`src/rtl/grover_measure.sv`:
```
// Measurement stage for a Grover search engine: squares the captured amplitudes into a
// running CDF, draws an LFSR-scaled random value below the total and returns the basis index.
module grover_measure #(
  parameter int          NUM_BIT        = 3,
  parameter int          FIXEDPOINT_BIT = 8,
  parameter logic [15:0] LFSR_SEED      = 16'hACE1
) (
  input  logic                      clk,
  input  logic                      rst,
  input  logic                      start,
  input  logic                      done_in,
  input  logic [FIXEDPOINT_BIT-1:0] amp0,
  input  logic [FIXEDPOINT_BIT-1:0] amp1,
  input  logic [FIXEDPOINT_BIT-1:0] amp2,
  input  logic [FIXEDPOINT_BIT-1:0] amp3,
  input  logic [FIXEDPOINT_BIT-1:0] amp4,
  input  logic [FIXEDPOINT_BIT-1:0] amp5,
  input  logic [FIXEDPOINT_BIT-1:0] amp6,
  input  logic [FIXEDPOINT_BIT-1:0] amp7,
  input  logic                      meas_ready,
  output logic                      meas_valid,
  output logic [NUM_BIT-1:0]        meas_idx,
  output logic                      err,
  output logic                      busy
);

  localparam int NS     = 2 ** NUM_BIT;
  localparam int SQ_W   = 2 * FIXEDPOINT_BIT;
  localparam int TOT_W  = SQ_W + NUM_BIT;
  localparam int KW     = NUM_BIT + 1;
  localparam int PROD_W = 16 + TOT_W;

  typedef enum logic [2:0] {
    IDLE   = 3'd0,
    SQUARE = 3'd1,
    DRAW   = 3'd2,
    SEARCH = 3'd3,
    VALID  = 3'd4
  } state_t;

  // Galois form of x^16+x^14+x^13+x^11+1, shifting right.
  function automatic logic [15:0] lfsr_step(input logic [15:0] s);
    return {1'b0, s[15:1]} ^ (s[0] ? 16'hB400 : 16'h0000);
  endfunction

  // Full-width signed square; -2^(W-1) squared still fits without wrapping.
  function automatic logic [SQ_W-1:0] square_amp(input logic signed [FIXEDPOINT_BIT-1:0] a);
    logic signed [SQ_W-1:0] p;
    p = a * a;
    return $unsigned(p);
  endfunction

  state_t                             state_q, state_d;
  logic [15:0]                        lfsr_q, lfsr_d;
  logic signed [FIXEDPOINT_BIT-1:0]   amp_q [NS];
  logic signed [FIXEDPOINT_BIT-1:0]   amp_d [NS];
  logic signed [FIXEDPOINT_BIT-1:0]   amp_in [NS];
  logic [TOT_W-1:0]                   cdf_q [NS];
  logic [TOT_W-1:0]                   cdf_d [NS];
  logic [TOT_W-1:0]                   total_q, total_d;
  logic [TOT_W-1:0]                   r_q, r_d;
  logic [KW-1:0]                      k_q, k_d;
  logic [KW-1:0]                      cnt_q, cnt_d;
  logic                               meas_valid_q, meas_valid_d;
  logic [NUM_BIT-1:0]                 meas_idx_q, meas_idx_d;
  logic                               err_q, err_d;
  logic                               busy_q, busy_d;

  logic [SQ_W-1:0]                    sq;
  logic [TOT_W-1:0]                   sum;
  logic [PROD_W-1:0]                  prod;
  logic                               hit;

  assign amp_in[0] = amp0;
  assign amp_in[1] = amp1;
  assign amp_in[2] = amp2;
  assign amp_in[3] = amp3;
  assign amp_in[4] = amp4;
  assign amp_in[5] = amp5;
  assign amp_in[6] = amp6;
  assign amp_in[7] = amp7;

  assign meas_valid = meas_valid_q;
  assign meas_idx   = meas_idx_q;
  assign err        = err_q;
  assign busy       = busy_q;

  always_comb begin
    state_d      = state_q;
    lfsr_d       = lfsr_step(lfsr_q);
    total_d      = total_q;
    r_d          = r_q;
    k_d          = k_q;
    cnt_d        = cnt_q;
    meas_valid_d = meas_valid_q;
    meas_idx_d   = meas_idx_q;
    err_d        = err_q;
    busy_d       = busy_q;
    for (int i = 0; i < NS; i++) begin
      amp_d[i] = amp_q[i];
      cdf_d[i] = cdf_q[i];
    end

    sq   = square_amp(amp_q[k_q[NUM_BIT-1:0]]);
    sum  = total_q + TOT_W'(sq);
    prod = PROD_W'(lfsr_q) * PROD_W'(total_q);
    hit  = (cdf_q[k_q[NUM_BIT-1:0]] <= r_q);

    case (state_q)
      IDLE: begin
        if (start && done_in) begin
          for (int i = 0; i < NS; i++) begin
            amp_d[i] = amp_in[i];
          end
          total_d = '0;
          k_d     = '0;
          busy_d  = 1'b1;
          state_d = SQUARE;
        end
      end

      SQUARE: begin
        total_d                    = sum;
        cdf_d[k_q[NUM_BIT-1:0]]    = sum;
        k_d                        = k_q + 1'b1;
        if (k_q == KW'(NS - 1)) begin
          state_d = DRAW;
        end
      end

      // lfsr/2^16 scaled by total keeps r strictly below total whenever total is nonzero.
      DRAW: begin
        r_d     = prod[PROD_W-1:16];
        k_d     = '0;
        cnt_d   = '0;
        state_d = SEARCH;
      end

      // Eight compare cycles; the following cycle folds the count into the result.
      SEARCH: begin
        if (k_q == KW'(NS)) begin
          if (total_q == '0) begin
            meas_idx_d = '0;
            err_d      = 1'b1;
          end else begin
            meas_idx_d = (cnt_q > KW'(NS - 1)) ? '1 : cnt_q[NUM_BIT-1:0];
            err_d      = 1'b0;
          end
          meas_valid_d = 1'b1;
          state_d      = VALID;
        end else begin
          if (hit) begin
            cnt_d = cnt_q + 1'b1;
          end
          k_d = k_q + 1'b1;
        end
      end

      VALID: begin
        if (meas_ready) begin
          meas_valid_d = 1'b0;
          busy_d       = 1'b0;
          state_d      = IDLE;
        end
      end

      default: begin
        state_d = IDLE;
      end
    endcase
  end

  always_ff @(posedge clk or negedge rst) begin
    if (!rst) begin
      state_q      <= IDLE;
      lfsr_q       <= LFSR_SEED;
      total_q      <= '0;
      r_q          <= '0;
      k_q          <= '0;
      cnt_q        <= '0;
      meas_valid_q <= 1'b0;
      meas_idx_q   <= '0;
      err_q        <= 1'b0;
      busy_q       <= 1'b0;
      for (int i = 0; i < NS; i++) begin
        amp_q[i] <= '0;
        cdf_q[i] <= '0;
      end
    end else begin
      state_q      <= state_d;
      lfsr_q       <= lfsr_d;
      total_q      <= total_d;
      r_q          <= r_d;
      k_q          <= k_d;
      cnt_q        <= cnt_d;
      meas_valid_q <= meas_valid_d;
      meas_idx_q   <= meas_idx_d;
      err_q        <= err_d;
      busy_q       <= busy_d;
      for (int i = 0; i < NS; i++) begin
        amp_q[i] <= amp_d[i];
        cdf_q[i] <= cdf_d[i];
      end
    end
  end

endmodule

```
`config.mk`:
```
export PLATFORM = sky130hd
export DESIGN_NAME = grover_measure
export DESIGN_NICKNAME = d
export VERILOG_FILES = /design/src/rtl/grover_measure.sv
export SDC_FILE = /design/constraint.sdc
export NUM_CORES = 1
export LEC_CHECK = 0
export CAP_MARGIN = 10
export CORE_MARGIN = 4
export CORE_UTILIZATION = 60
export CTS_BUF_LIST = sky130_fd_sc_hd__clkbuf_8 sky130_fd_sc_hd__clkbuf_16
export DETAILED_ROUTE_END_ITERATION = 10
export PLACE_DENSITY = 0.78
export SLEW_MARGIN = 20
export SYNTH_ARGS = -nofsm -noshare
export SYNTH_HDL_FRONTEND = slang
export SYNTH_SLANG_ARGS = --single-unit
export TNS_END_PERCENT = 20
```
`constraint.sdc`:
```
create_clock -name clk -period 8.9 [get_ports clk]
set_clock_uncertainty 0.2 [all_clocks]
set_input_delay 1.335 -clock clk [delete_from_list [all_inputs] [get_ports clk]]
set_output_delay 1.335 -clock clk [all_outputs]
set_load 0.005 [all_outputs]
```
==> reports/metrics.csv, run 1 <==
stage,metric,value,unit
drt,Vias,18800,
global_routing,total grt overflow,0,
drt,drt total wl,63400,um
global_routing,largest net degree at the start of global routing,166,
drt,drt pass-1 iters,5,
setup_path,worst reg2reg path endpoint,cdf_q[94]$_DFFE_PN0P_,
placement,I/O Buffers,74,
setup_path,reg2reg start,k_q[0]$_DFFE_PN0P_,
synthesis,mux share of post-synthesis cell area,4.87,%
clocking,CTS tree,built,
setup_path,"delay-heaviest family, CP",adder cells,
setup_path,r2r worst-path depth,29,
placement,area post-placement,26000,um2
drt,routed vias/inst,5.98,
synthesis,mapped cell area,24900,um2
synthesis,Post-Synth Adder-Cell Area,31.0,%
synthesis,list of most frequent post-synthesis cells,"nand2_1, inv_1, dfrtp_1, fa_1, ha_1",
die,Die W,212,um
setup_path,instance count on the critical path,29,
placement,Post-DP HPWL,45400,um
clocking,Max H-tree Level,1,
outcome,run status,finished clean,
setup_path,crit path DAT,8.44,ns
drt,WL per Instance,20.1,um
finish,Finished Cell Area,27200,um2
die,Site Rows,74,
global_routing,initial antenna violation count,0,
sta,"Slew Viols, Final",0,
synthesis,synthesized net count,3109,
finish,register area,7190,um2
finish,Area Overhead vs Synth,9.12,%
sta,fmax,0.122,GHz
sta,Final Hold Vio Count,0,
finish,filler cell count in the final layout,3130,
synthesis,Synth top area share,28.1,%
global_routing,vias in the first global route,20400,
placement,final RePlAce weighted congestion,0.914,
synthesis,simple-gate share of the synthesized area,13.4,%
synthesis,Synth Flop Type,dfrtp_1,
synthesis,Yosys warnings,0,
synthesis,largest family of logic cells by synthesized area,adder cells,
sta,RSZ-0062 raised after global routing,false,
clocking,root buffer cell,clkbuf_16,
setup_path,critical path required time,9.16,ns
setup_path,CP max stage delay,0.61,ns
clocking,Longest Clk Path Bufs,3,
synthesis,sequential-to-total area share from yosys stat,28.9,%
die,CORE AREA,40900,um2
clocking,TritonCTS Buffers,31,
synthesis,XOR/XNOR Fraction of Synth Area,2.07,%
synthesis,Seq cells post-synth,287,
sta,final setup vio count,0,
clocking,# hold bufs at CTS,0,
setup_path,WP buf/inv,6,
hold_path,class of the worst hold path,register to register,
sta,Slew @ Worst Pin,1.10,ns
setup_path,Setup crit end kind,register,
drt,DR DRC count,0,
die,starting density of the core,60.8,%
synthesis,Compound-Gate Fraction of Synth Area,12.0,%
finish,Layout Nets,3108,
die,Die Span Y,212,um
sta,Tmin final,8.17,ns
global_routing,first-pass GRT wire length,105000,um
run,max_cap viols,0,
clocking,setup bufs post-CTS,0,
setup_path,CP max stage cell,or4b_2,
setup_path,Setup crit start kind,register,
die,die area,44800,um2
finish,n_diodes,0,
synthesis,cell taking the most area after synthesis,dfrtp_1,
sta,slew margin rel.,26.8,%
setup_path,Worst path most repeated cell,inv_1,
clocking,TritonCTS Sinks,287,
synthesis,Area contributors post-synth,"dfrtp_1, fa_1, ha_1",
drt,number of DRC markers in iteration 0,1288,
synthesis,syn avg cell area,9.61,um2
synthesis,"count leader, synth",nand2_1,
setup_path,crit path from,k_q[0]$_DFFE_PN0P_,
synthesis,ys async rst share,100,%
setup_path,largest fanout on the critical path,13,
synthesis,number of flops mapped to enable cells by yosys,0,
sta,final worst path period share,91.8,%
setup_path,FF-to-FF setup slack,0.73,ns
synthesis,Syn Inst Count,2591,
finish,Multi-input gate area,15800,um2
setup_path,Worst setup endpoint,cdf_q[94]$_DFFE_PN0P_,
clocking,Worst-path clk slew,0.06,ns
die,# IOs,75,
clocking,post_cts resized,0,
finish,layout cell share with drive strength beyond 1,8.41,%
global_routing,GRT Util Overall,29.2,%
clocking,Skew-Pair Late Insertion Delay,0.60,ns
setup_path,Crit Path Class,register to register,
sta,final setup TNS,0,ns
synthesis,Netlist cell types,78,
drt,Final ANT Viol Nets,0,
## placed cells by master (no fill, tap or decap), types with 15 or more instances in the layout
| cell type | Yosys | final |
|---|---|---|
| fa_1 | 279 | 279 |
| and2_1 | 119 | 119 |
| dfrtp_1 | 279 | 279 |
| o21ai_0 | 166 | 166 |
| nand2_1 | 417 | 417 |
| nand3_1 | 26 | 26 |
| a22oi_1 | 67 | 67 |
| a21o_1 | 34 | 34 |
| buf_4 | 2 | 34 |
| mux2_2 | 84 | 84 |
| xnor2_1 | 34 | 34 |
| xor2_1 | 21 | 21 |
| inv_1 | 366 | 372 |
| ha_1 | 170 | 170 |
| nand4_1 | 24 | 24 |
| a21oi_1 | 53 | 53 |
| o22ai_1 | 15 | 15 |
| nor2_1 | 76 | 76 |
| clkbuf_16 | 0 | 31 |
| clkdlybuf4s50_1 | 0 | 73 |
| o31ai_1 | 20 | 20 |
## worst min-delay path by stage
stage                           start                endpoint  slack [ns]  depth (start not counted)
6_report       cdf_q[151]$_DFFE_PN0P_  cdf_q[151]$_DFFE_PN0P_        0.28                          2
3_3_place_gp    cdf_q[94]$_DFFE_PN0P_   cdf_q[94]$_DFFE_PN0P_        0.26                          2
3_5_place_dp   cdf_q[151]$_DFFE_PN0P_  cdf_q[151]$_DFFE_PN0P_        0.27                          2
2_1_floorplan     lfsr_q[1]$_DFF_PN0_     lfsr_q[0]$_DFF_PN1_        0.15                          0
5_1_grt         cdf_q[42]$_DFFE_PN0P_   cdf_q[42]$_DFFE_PN0P_        0.30                          2
4_1_cts        cdf_q[151]$_DFFE_PN0P_  cdf_q[151]$_DFFE_PN0P_        0.28                          2
## flip-flops by register name (all words and copies together), names as in the netlist
register    count
lfsr_q         16
busy            1
meas_valid      1
err             1
cnt_q           4
meas_idx        3
r_q            19
state_q         3
total_q        19
cdf_q         152
amp_q          64
k_q             4
## cell type report
type                    count  share of cell area, %
clock buffers              36                   3.11
clock inverters            22                  0.981
inverters                 367                   5.07
multi-input cells        1794                   58.1
flip-flops and latches    287                   26.5
well taps                 532                   2.45
repair buffers            109                   3.76
## worst reg2reg max path: cells and delay by family, from the launching register on
family / cells / cell delay, ns
muxes: 2 / 0.78
buffers and inverters: 6 / 0.67
and+or+nand+nor: 8 / 1.90
AOI/OAI and AO/OA: 7 / 1.35
adders and majority gates: 6 / 2.54
DFF: 1 / 0.58
## stage by stage
step | util (%) | worst slack [ns] | instances | hold WS [ns]
final | 66.4 | 0.727 | 3147 | 0.280
after global routing | 66.4 | 0.0506 | 3147 | 0.296
after CTS | 66.3 | 0.588 | 3147 | 0.280
after detailed placement | 63.6 | 0.658 | 3089 | 0.266
after global placement | 63.6 | 0.884 | 3089 | 0.262
after floorplan | - | 1.14 | 2591 | 0.150
## cells by family (layout without fill, tap and decap cells)
kind of cell / Yosys count / count (layout)
AOI/OAI and AO/OA: 454 / 454
xor gates and xnor gates: 57 / 57
adders and majority gates: 449 / 449
buffers and inverters: 510 / 534
DFF: 287 / 287
muxes: 103 / 103
and+or+nand+nor: 731 / 731
## per-layer routing
| metal | global-route usage, % | wire [um] | part of all wire [%] | vias to the layer above |
|---|---|---|---|---|
| met3 | 4.96 | 4710 | 7.4 | 154 |
| met5 | 0 | 0 | 0 | - |
| li1 | - | - | - | 8439 |
| met2 | 49.1 | 30700 | 49 | 716 |
| met1 | 38.5 | 25300 | 40 | 9525 |
| met4 | 10.8 | 2630 | 4.1 | 0 |
Power of run 1 is not shown: default switching activity piles up to over one toggle a cycle in this logic, so the estimate is an artifact.
==> inputs of run 2 (changes only) <==
--- a/config.mk
+++ b/config.mk
@@ -10,7 +10,7 @@
 export CORE_UTILIZATION = 60
 export CTS_BUF_LIST = sky130_fd_sc_hd__clkbuf_8 sky130_fd_sc_hd__clkbuf_16
 export DETAILED_ROUTE_END_ITERATION = 10
-export PLACE_DENSITY = 0.78
+export PLACE_DENSITY = 0.87
 export SLEW_MARGIN = 20
 export SYNTH_ARGS = -nofsm -noshare
 export SYNTH_HDL_FRONTEND = slang
==> reports/metrics.csv, run 2 (synthesized netlist as in run 1, its figures left out) <==
stage,metric,value,unit,change
setup_path,largest fanout on the critical path,13,,unchanged
setup_path,WP buf/inv,7,,+1
finish,n_diodes,0,,unchanged
clocking,TritonCTS Buffers,30,,-3.2%
drt,drt pass-1 iters,6,,+1
clocking,Skew-Pair Late Insertion Delay,0.58,ns,-0.02 ns
drt,drt total wl,63900,um,+0.81%
drt,number of DRC markers in iteration 0,1635,,+27%
sta,Tmin final,8.51,ns,+0.333 ns
finish,Area Overhead vs Synth,8.79,%,
drt,routed vias/inst,6.14,,+2.5%
sta,fmax,0.118,GHz,-3.9%
finish,layout cell share with drive strength beyond 1,8.29,%,-0.12 points
global_routing,total grt overflow,0,,unchanged
die,Die W,212,um,unchanged
finish,most frequent cells in the layout,"nand2_1, inv_1, fa_1, dfrtp_1, ha_1",,
global_routing,vias in the first global route,20900,,+2.2%
drt,Vias,19300,,+2.3%
placement,I/O Buffers,74,,unchanged
clocking,Max H-tree Level,1,,unchanged
setup_path,Crit Path Class,register to register,,
die,Site Rows,74,,unchanged
die,die area,44800,um2,unchanged
outcome,run status,finished clean,,
setup_path,Setup crit start kind,register,,
clocking,CTS tree,built,,
setup_path,critical path required time,9.19,ns,+0.03 ns
drt,WL per Instance,20.4,um,+1.1%
clocking,Longest Clk Path Bufs,3,,unchanged
setup_path,CP max stage delay,0.62,ns,about the same
global_routing,largest net degree at the start of global routing,207,,+25%
sta,Final Hold Vio Count,0,,unchanged
finish,Final Core Density,66.2,%,-0.20 points
finish,"Cell Count, Final, Fillers Out",3138,,-0.29%
clocking,# hold bufs at CTS,0,,unchanged
global_routing,GRT Util Overall,29.0,%,-0.22 points
finish,Finished Cell Area,27100,um2,-0.30%
setup_path,Worst path most repeated cell,inv_1,,
die,CORE AREA,40900,um2,unchanged
finish,Largest register FFs,152,,unchanged
hold_path,class of the worst hold path,register to register,,
run,max_cap viols,0,,unchanged
placement,area post-placement,26000,um2,-0.11%
sta,slew margin rel.,17.9,%,-8.9 points
setup_path,CP max stage cell,or4b_2,,
sta,final setup vio count,0,,unchanged
die,# IOs,75,,unchanged
setup_path,Setup crit end kind,register,,
setup_path,"delay-heaviest family, CP",adder cells,,
placement,Post-DP HPWL,45800,um,+0.84%
drt,DR DRC count,0,,unchanged
placement,Inst Count DP,3085,,-0.13%
sta,Slew @ Worst Pin,1.23,ns,+0.133 ns
clocking,Worst-path clk slew,0.06,ns,about the same
die,Die Span Y,212,um,unchanged
sta,"Slew Viols, Final",0,,unchanged
global_routing,initial antenna violation count,0,,unchanged
finish,Reg with most FFs,cdf_q,,
sta,final worst path period share,95.6,%,+3.7 points
finish,"most common cell after layout, fill and taps aside",nand2_1,,
clocking,root buffer cell,clkbuf_16,,
placement,final RePlAce weighted congestion,0.946,,+3.6%
global_routing,first-pass GRT wire length,105000,um,about the same
setup_path,crit path DAT,8.80,ns,+0.36 ns
die,starting density of the core,60.8,%,unchanged
finish,largest registers,"cdf_q (152), amp_q (64)",,
clocking,TritonCTS Sinks,287,,unchanged
drt,Final ANT Viol Nets,0,,unchanged
finish,Layout Nets,3104,,-0.13%
-- run 2: cell count changes in the layout (fill, tap and decap cells not counted), moves of 2 or more --
cell | previous run | this run
clkbuf_8 | 5 | 3
buf_4 | 34 | 30
inv_1 | 372 | 369
clkinv_2 | 3 | 8
inv_6 | 5 | 2
-- run 2: final timing paths --
| check | start | endpoint | slack, ns | cells after the start |
|---|---|---|---|---|
| setup / recovery | k_q[0]$_DFFE_PN0P_ | total_q[18]$_DFFE_PN0P_ | 0.39 | 31 |
| hold / removal | meas_idx[1]$_DFFE_PN0P_ | meas_idx[1]$_DFFE_PN0P_ | 0.27 | 2 |
| setup reg to reg | k_q[0]$_DFFE_PN0P_ | total_q[18]$_DFFE_PN0P_ | 0.39 | 31 |
| hold reg to reg | meas_idx[1]$_DFFE_PN0P_ | meas_idx[1]$_DFFE_PN0P_ | 0.27 | 2 |
| max in group asynchronous | rst | lfsr_q[11]$_DFF_PN1_ | 6.47 | 3 |
| min in group asynchronous | rst | amp_q[4]$_DFFE_PN0P_ | 0.53 | 1 |
-- run 2: worst reg2reg max path: cells and delay by family (launching register included) --
family          cells  cell delay, ns
compound gates      9            1.93
xor+xnor            1            0.19
fa+ha+maj           6            2.41
buf+inv             7            0.70
flops               1            0.57
simple gates        8            2.40
-- run 2: what timing repair did --
| action | 4_1_cts | 5_1_grt |
|---|---|---|
| endpoints found under the setup margin | 0 | 17 |
| setup buffers | 0 | 0 |
| resized for setup | 0 | 2 |
-- run 2: metrics by stage --
step	hold slack, ns	TNS (ns)	worst slack (ns)
final	0.273	0	0.394
after global routing	0.298	-0.000730	-0.000730
after CTS	0.279	0	0.440
after global placement	0.261	0	0.782
after detailed placement	0.266	0	0.482
after floorplan	0.150	0	1.14
-- run 2: final cells by class --
class	count	area [um2]
Multi-Input combinational cell	1794	15800
Fill cell	3012	13800
Sequential cell	287	7190
Inverter	367	1380
Timing Repair Buffer	106	1020
Clock buffer	33	792
Tap cell	532	666
Clock inverter	19	226
-- run 2: layer usage --
metal / vias to the layer above / track usage [%] / wire length [um]
li1: 8426 / - / -
met1: 9725 / 36.8 / 24300
met2: 912 / 50.1 / 31600
met3: 196 / 3.78 / 4840
met4: 0 / 13.0 / 3120
met5: - / 0 / 0
Power of run 2 is left out for the same reason.
==> inputs of run 3 (changes only) <==
==> constraint.sdc (replaced) <==
create_clock -name clk -period 8.6 [get_ports clk]
set_clock_uncertainty 0.2 [all_clocks]
set_input_delay 1.29 -clock clk [delete_from_list [all_inputs] [get_ports clk]]
set_output_delay 1.29 -clock clk [all_outputs]
set_load 0.005 [all_outputs]
==> reports/metrics.csv, run 3 (synthesized netlist as in run 1, its figures left out) <==
stage,metric,value,unit,change
outcome,run status,finished clean,,
sta,Slew @ Worst Pin,1.10,ns,-0.133 ns
drt,Final ANT Viol Nets,0,,unchanged
setup_path,Crit Path Class,register to register,,
drt,routed vias/inst,6.12,,-0.29%
die,die area,44800,um2,unchanged
die,Die W,212,um,unchanged
clocking,Worst-path clk slew,0.06,ns,about the same
sta,slew margin rel.,26.5,%,+8.6 points
drt,drt total wl,64400,um,+0.82%
finish,Layout Nets,3106,,+0.064%
finish,Largest register FFs,152,,unchanged
die,starting density of the core,60.8,%,unchanged
sta,final setup vio count,0,,unchanged
setup_path,CP max stage cell,or4b_2,,
clocking,root buffer cell,clkbuf_16,,
clocking,# hold bufs at CTS,0,,unchanged
sta,final setup TNS,0,ns,unchanged
placement,I/O Buffers,74,,unchanged
die,Die Span Y,212,um,unchanged
drt,DR DRC count,0,,unchanged
finish,n_diodes,0,,unchanged
global_routing,total grt overflow,0,,unchanged
drt,drt pass-1 iters,6,,unchanged
die,CORE AREA,40900,um2,unchanged
setup_path,CP max stage delay,0.62,ns,about the same
hold_path,class of the worst hold path,register to register,,
setup_path,Setup crit end kind,register,,
finish,Multi-input gate area,15800,um2,+0.17%
finish,register area,7200,um2,about the same
global_routing,first-pass GRT wire length,106000,um,+0.79%
finish,Area Overhead vs Synth,8.59,%,
global_routing,GRT Util Overall,29.4,%,+0.43 points
die,Site Rows,74,,unchanged
finish,filler cell count in the final layout,3022,,+0.33%
sta,fmax,0.121,GHz,+3.3%
finish,"most common cell after layout, fill and taps aside",nand2_1,,
clocking,TritonCTS Buffers,28,,-6.7%
finish,most frequent cells in the layout,"nand2_1, inv_1, fa_1",,
finish,layout cell share with drive strength beyond 1,8.43,%,+0.14 points
clocking,CTS tree,built,,
clocking,TritonCTS Sinks,287,,unchanged
clocking,Max H-tree Level,1,,unchanged
setup_path,WP buf/inv,6,,-1
global_routing,vias in the first global route,21000,,+0.34%
sta,Final Hold Vio Count,0,,unchanged
placement,Post-DP HPWL,46300,um,+1.0%
global_routing,largest net degree at the start of global routing,162,,-22%
finish,Reg with most FFs,cdf_q,,
sta,"Slew Viols, Final",0,,unchanged
setup_path,largest fanout on the critical path,16,,+3
drt,Vias,19200,,-0.20%
setup_path,crit path DAT,8.48,ns,-0.32 ns
drt,WL per Instance,20.5,um,+0.73%
sta,final worst path period share,95.8,%,+0.21 points
placement,final RePlAce weighted congestion,0.918,,-3.0%
sta,Tmin final,8.24,ns,-0.269 ns
clocking,Longest Clk Path Bufs,3,,unchanged
die,# IOs,75,,unchanged
drt,number of DRC markers in iteration 0,1492,,-8.7%
setup_path,Setup crit start kind,register,,
setup_path,"delay-heaviest family, CP",adder cells,,
setup_path,critical path required time,8.84,ns,-0.35 ns
setup_path,Worst path most repeated cell,inv_1,,
finish,largest registers,"cdf_q (152), amp_q (64)",,
global_routing,initial antenna violation count,0,,unchanged
run,max_cap viols,0,,unchanged
clocking,Skew-Pair Late Insertion Delay,0.58,ns,about the same
[run 3: cell count changes in the layout (fill, tap and decap cells not counted), moves of 2 or more]
cell	delta
clkinv_2	-3
bufinv_16	-3
dfrtp_1	-2
clkinvlp_4	+3
inv_1	+2
clkbuf_16	-2
buf_4	+5
clkbuf_8	+3
[run 3: area by class of cell]
cell class | count | area share [%]
flip-flops and latches | 287 | 26.6
inverters | 367 | 5.10
repair buffers | 110 | 3.81
well taps | 532 | 2.46
clock buffers | 34 | 2.90
clock inverters | 17 | 0.528
multi-input cells | 1794 | 58.6
[run 3: per-layer routing]
layer | up-vias | wire, um | global-route usage, %
met5 | - | 0 | 0
li1 | 8413 | - | -
met1 | 9675 | 23800 | 36.9
met3 | 220 | 5080 | 4.49
met2 | 913 | 32100 | 50.5
met4 | 0 | 3440 | 13.9
[run 3: worst paths after layout]
| kind | startpoint | to | slack, ns | depth (start not counted) |
|---|---|---|---|---|
| worst max-delay path | k_q[0]$_DFFE_PN0P_ | cdf_q[37]$_DFFE_PN0P_ | 0.36 | 31 |
| max in group asynchronous | rst | cdf_q[92]$_DFFE_PN0P_ | 6.20 | 2 |
| min in group asynchronous | rst | amp_q[28]$_DFFE_PN0P_ | 0.61 | 1 |
| worst min register to register | cdf_q[43]$_DFFE_PN0P_ | cdf_q[43]$_DFFE_PN0P_ | 0.28 | 2 |
| worst min-delay path | cdf_q[43]$_DFFE_PN0P_ | cdf_q[43]$_DFFE_PN0P_ | 0.28 | 2 |
| worst max register to register | k_q[0]$_DFFE_PN0P_ | cdf_q[37]$_DFFE_PN0P_ | 0.36 | 31 |
[run 3: what timing repair did]
action,in CTS,in global routing
endpoints found under the setup margin,0,35
buffers inserted,0,4
gates resized for setup,0,9
[run 3: tightest hold or removal path, stage by stage, from the launching register on]
cell     delay (ns)
dfrtp_1        0.34
nand2_1        0.04
o21ai_0        0.06
[run 3: per-stage QoR]
stage	hold WS, ns	util, %	setup WS (ns)	instances	instance area, um2
after floorplan	0.150	-	0.842	2591	24900
after global placement	0.261	63.6	0.417	3086	26000
after detailed placement	0.268	63.6	0.170	3086	26000
after CTS	0.282	65.8	0.119	3137	26900
after global routing	0.297	66.0	-0.00398	3141	27000
final	0.281	66.0	0.363	3141	27000
Power of run 3 is left out for the same reason.
==> RTL edit (config.mk and constraints of run 3) <==
`FIXEDPOINT_BIT`: 8 -> 9.
--- a/src/rtl/grover_measure.sv
+++ b/src/rtl/grover_measure.sv
@@ -4,3 +4,3 @@
   parameter int          NUM_BIT        = 3,
-  parameter int          FIXEDPOINT_BIT = 8,
+  parameter int          FIXEDPOINT_BIT = 9,
   parameter logic [15:0] LFSR_SEED      = 16'hACE1
Ports: changed (8 resized); port bits go from 75 to 83. No check against the original RTL was run, so the function may have changed too.
==> RTL edit against run 3 <==
- synthesized area increased by 11%
- sequential share of layout area is 0.44 points lower
- first-iteration DRC count rose by 45%
- hold slack got worse by 0.0039 ns
- routed wire length increased by 14%
- cell area is 12% higher
- sequential cell count grew 28
- worst setup slack lost 0.12 ns
Power is left out: the tool's default activity adds up to more than one toggle a clock period on the data nets, which glitch-free logic cannot reach.
==> RTL edit: results (changes against run 3) <==
stage	metric	value	unit	change
outcome	outcome	completed		unchanged
cells_and_area	drive_gt1_share	6.369	%	was 8.432%
floorplan	die_w	222.2	µm	was 211.7 µm
placed_design	finalWeightedCongestion	0.9595		was 0.9181
grt	use_met3	5.918	%	was 4.490%
cells_and_area	nClkBuffers	39		was 34
synth	synthAdderAreaFrac	31.95	%	was 30.99%
routing	via_per_inst	6.103		was 6.119
min_path	worstHoldStart	cdf_q[62]		was cdf_q[43]
cells_and_area	fillCellCount	3352		was 3022
placed_design	post-dp-hpwl	53790	µm	was 46270 µm
cells_and_area	buffer_area_share	4.249	%	was 3.805%
clocking	cts-buffers-inserted	34		was 28
cells_and_area	num-multi-input-gates	2140		was 1794
placed_design	io_buffers	82		was 74
grt	grt_pass1_vias	23850		was 20960
cells_and_area	non_clock_buffer_count	140		was 110
routing	drt-initial-drc-count	2157		was 1492
cells_and_area	finalCoreUtilization	66.44	%	was 66.05%
sta	fmax	119.6	MHz	was 121.4 MHz
synth	synthTopCellsByCount	703 x nand2_1, 389 x inv_1, 321 x fa_1, 307 x dfrtp_1, 204 x o21ai_0		was 417 x nand2_1, 366 x inv_1, 279 x dfrtp_1, 279 x fa_1, 170 x ha_1
setup_path	cp_slowest_cell	fa_1		was or4b_2
routing	wire_per_inst	20.20	µm	was 20.50 µm
clocking	htreeDepth	2		was 1
routing	vias	22250		was 19220
clocking	insertion_delay	0.54	ns	was 0.58 ns
setup_path	worstPathArrival	8.59	ns	was 8.48 ns
sta	relSlewSlack	23.10	%	was 26.53%
synth	ys_types	70		was 78
==> RTL edit: changes by cell type after synthesis, moves of 22 or more <==
cell,run 3,this run
nand2_1,417,703
mux2_2,84,20
fa_1,279,321
o21ai_0,166,204
dfrtp_1,279,307
inv_1,366,389
clkbuf_1,128,150
==> RTL edit: repair_timing <==
action,4_1_cts,5_1_grt
gates resized for setup,2,20
pin swaps,0,3
setup endpoints to repair,8,50
buffers inserted,0,11
==> RTL edit: metal layers <==
layer | routed length (µm) | up-vias
met5 | 0 | -
li1 | - | 9705
met4 | 3810 | 0
met3 | 7162 | 306
met2 | 35480 | 1192
met1 | 27200 | 11050
==> RTL edit: critical path, delay by kind of cell (launching register included) <==
family / cells / cell delay (ns)
adders and majority gates: 7 / 3.12
AOI/OAI and AO/OA: 11 / 1.98
and+or+nand+nor: 7 / 1.46
buffers and inverters: 6 / 0.87
DFF: 1 / 0.47
xor gates and xnor gates: 1 / 0.16
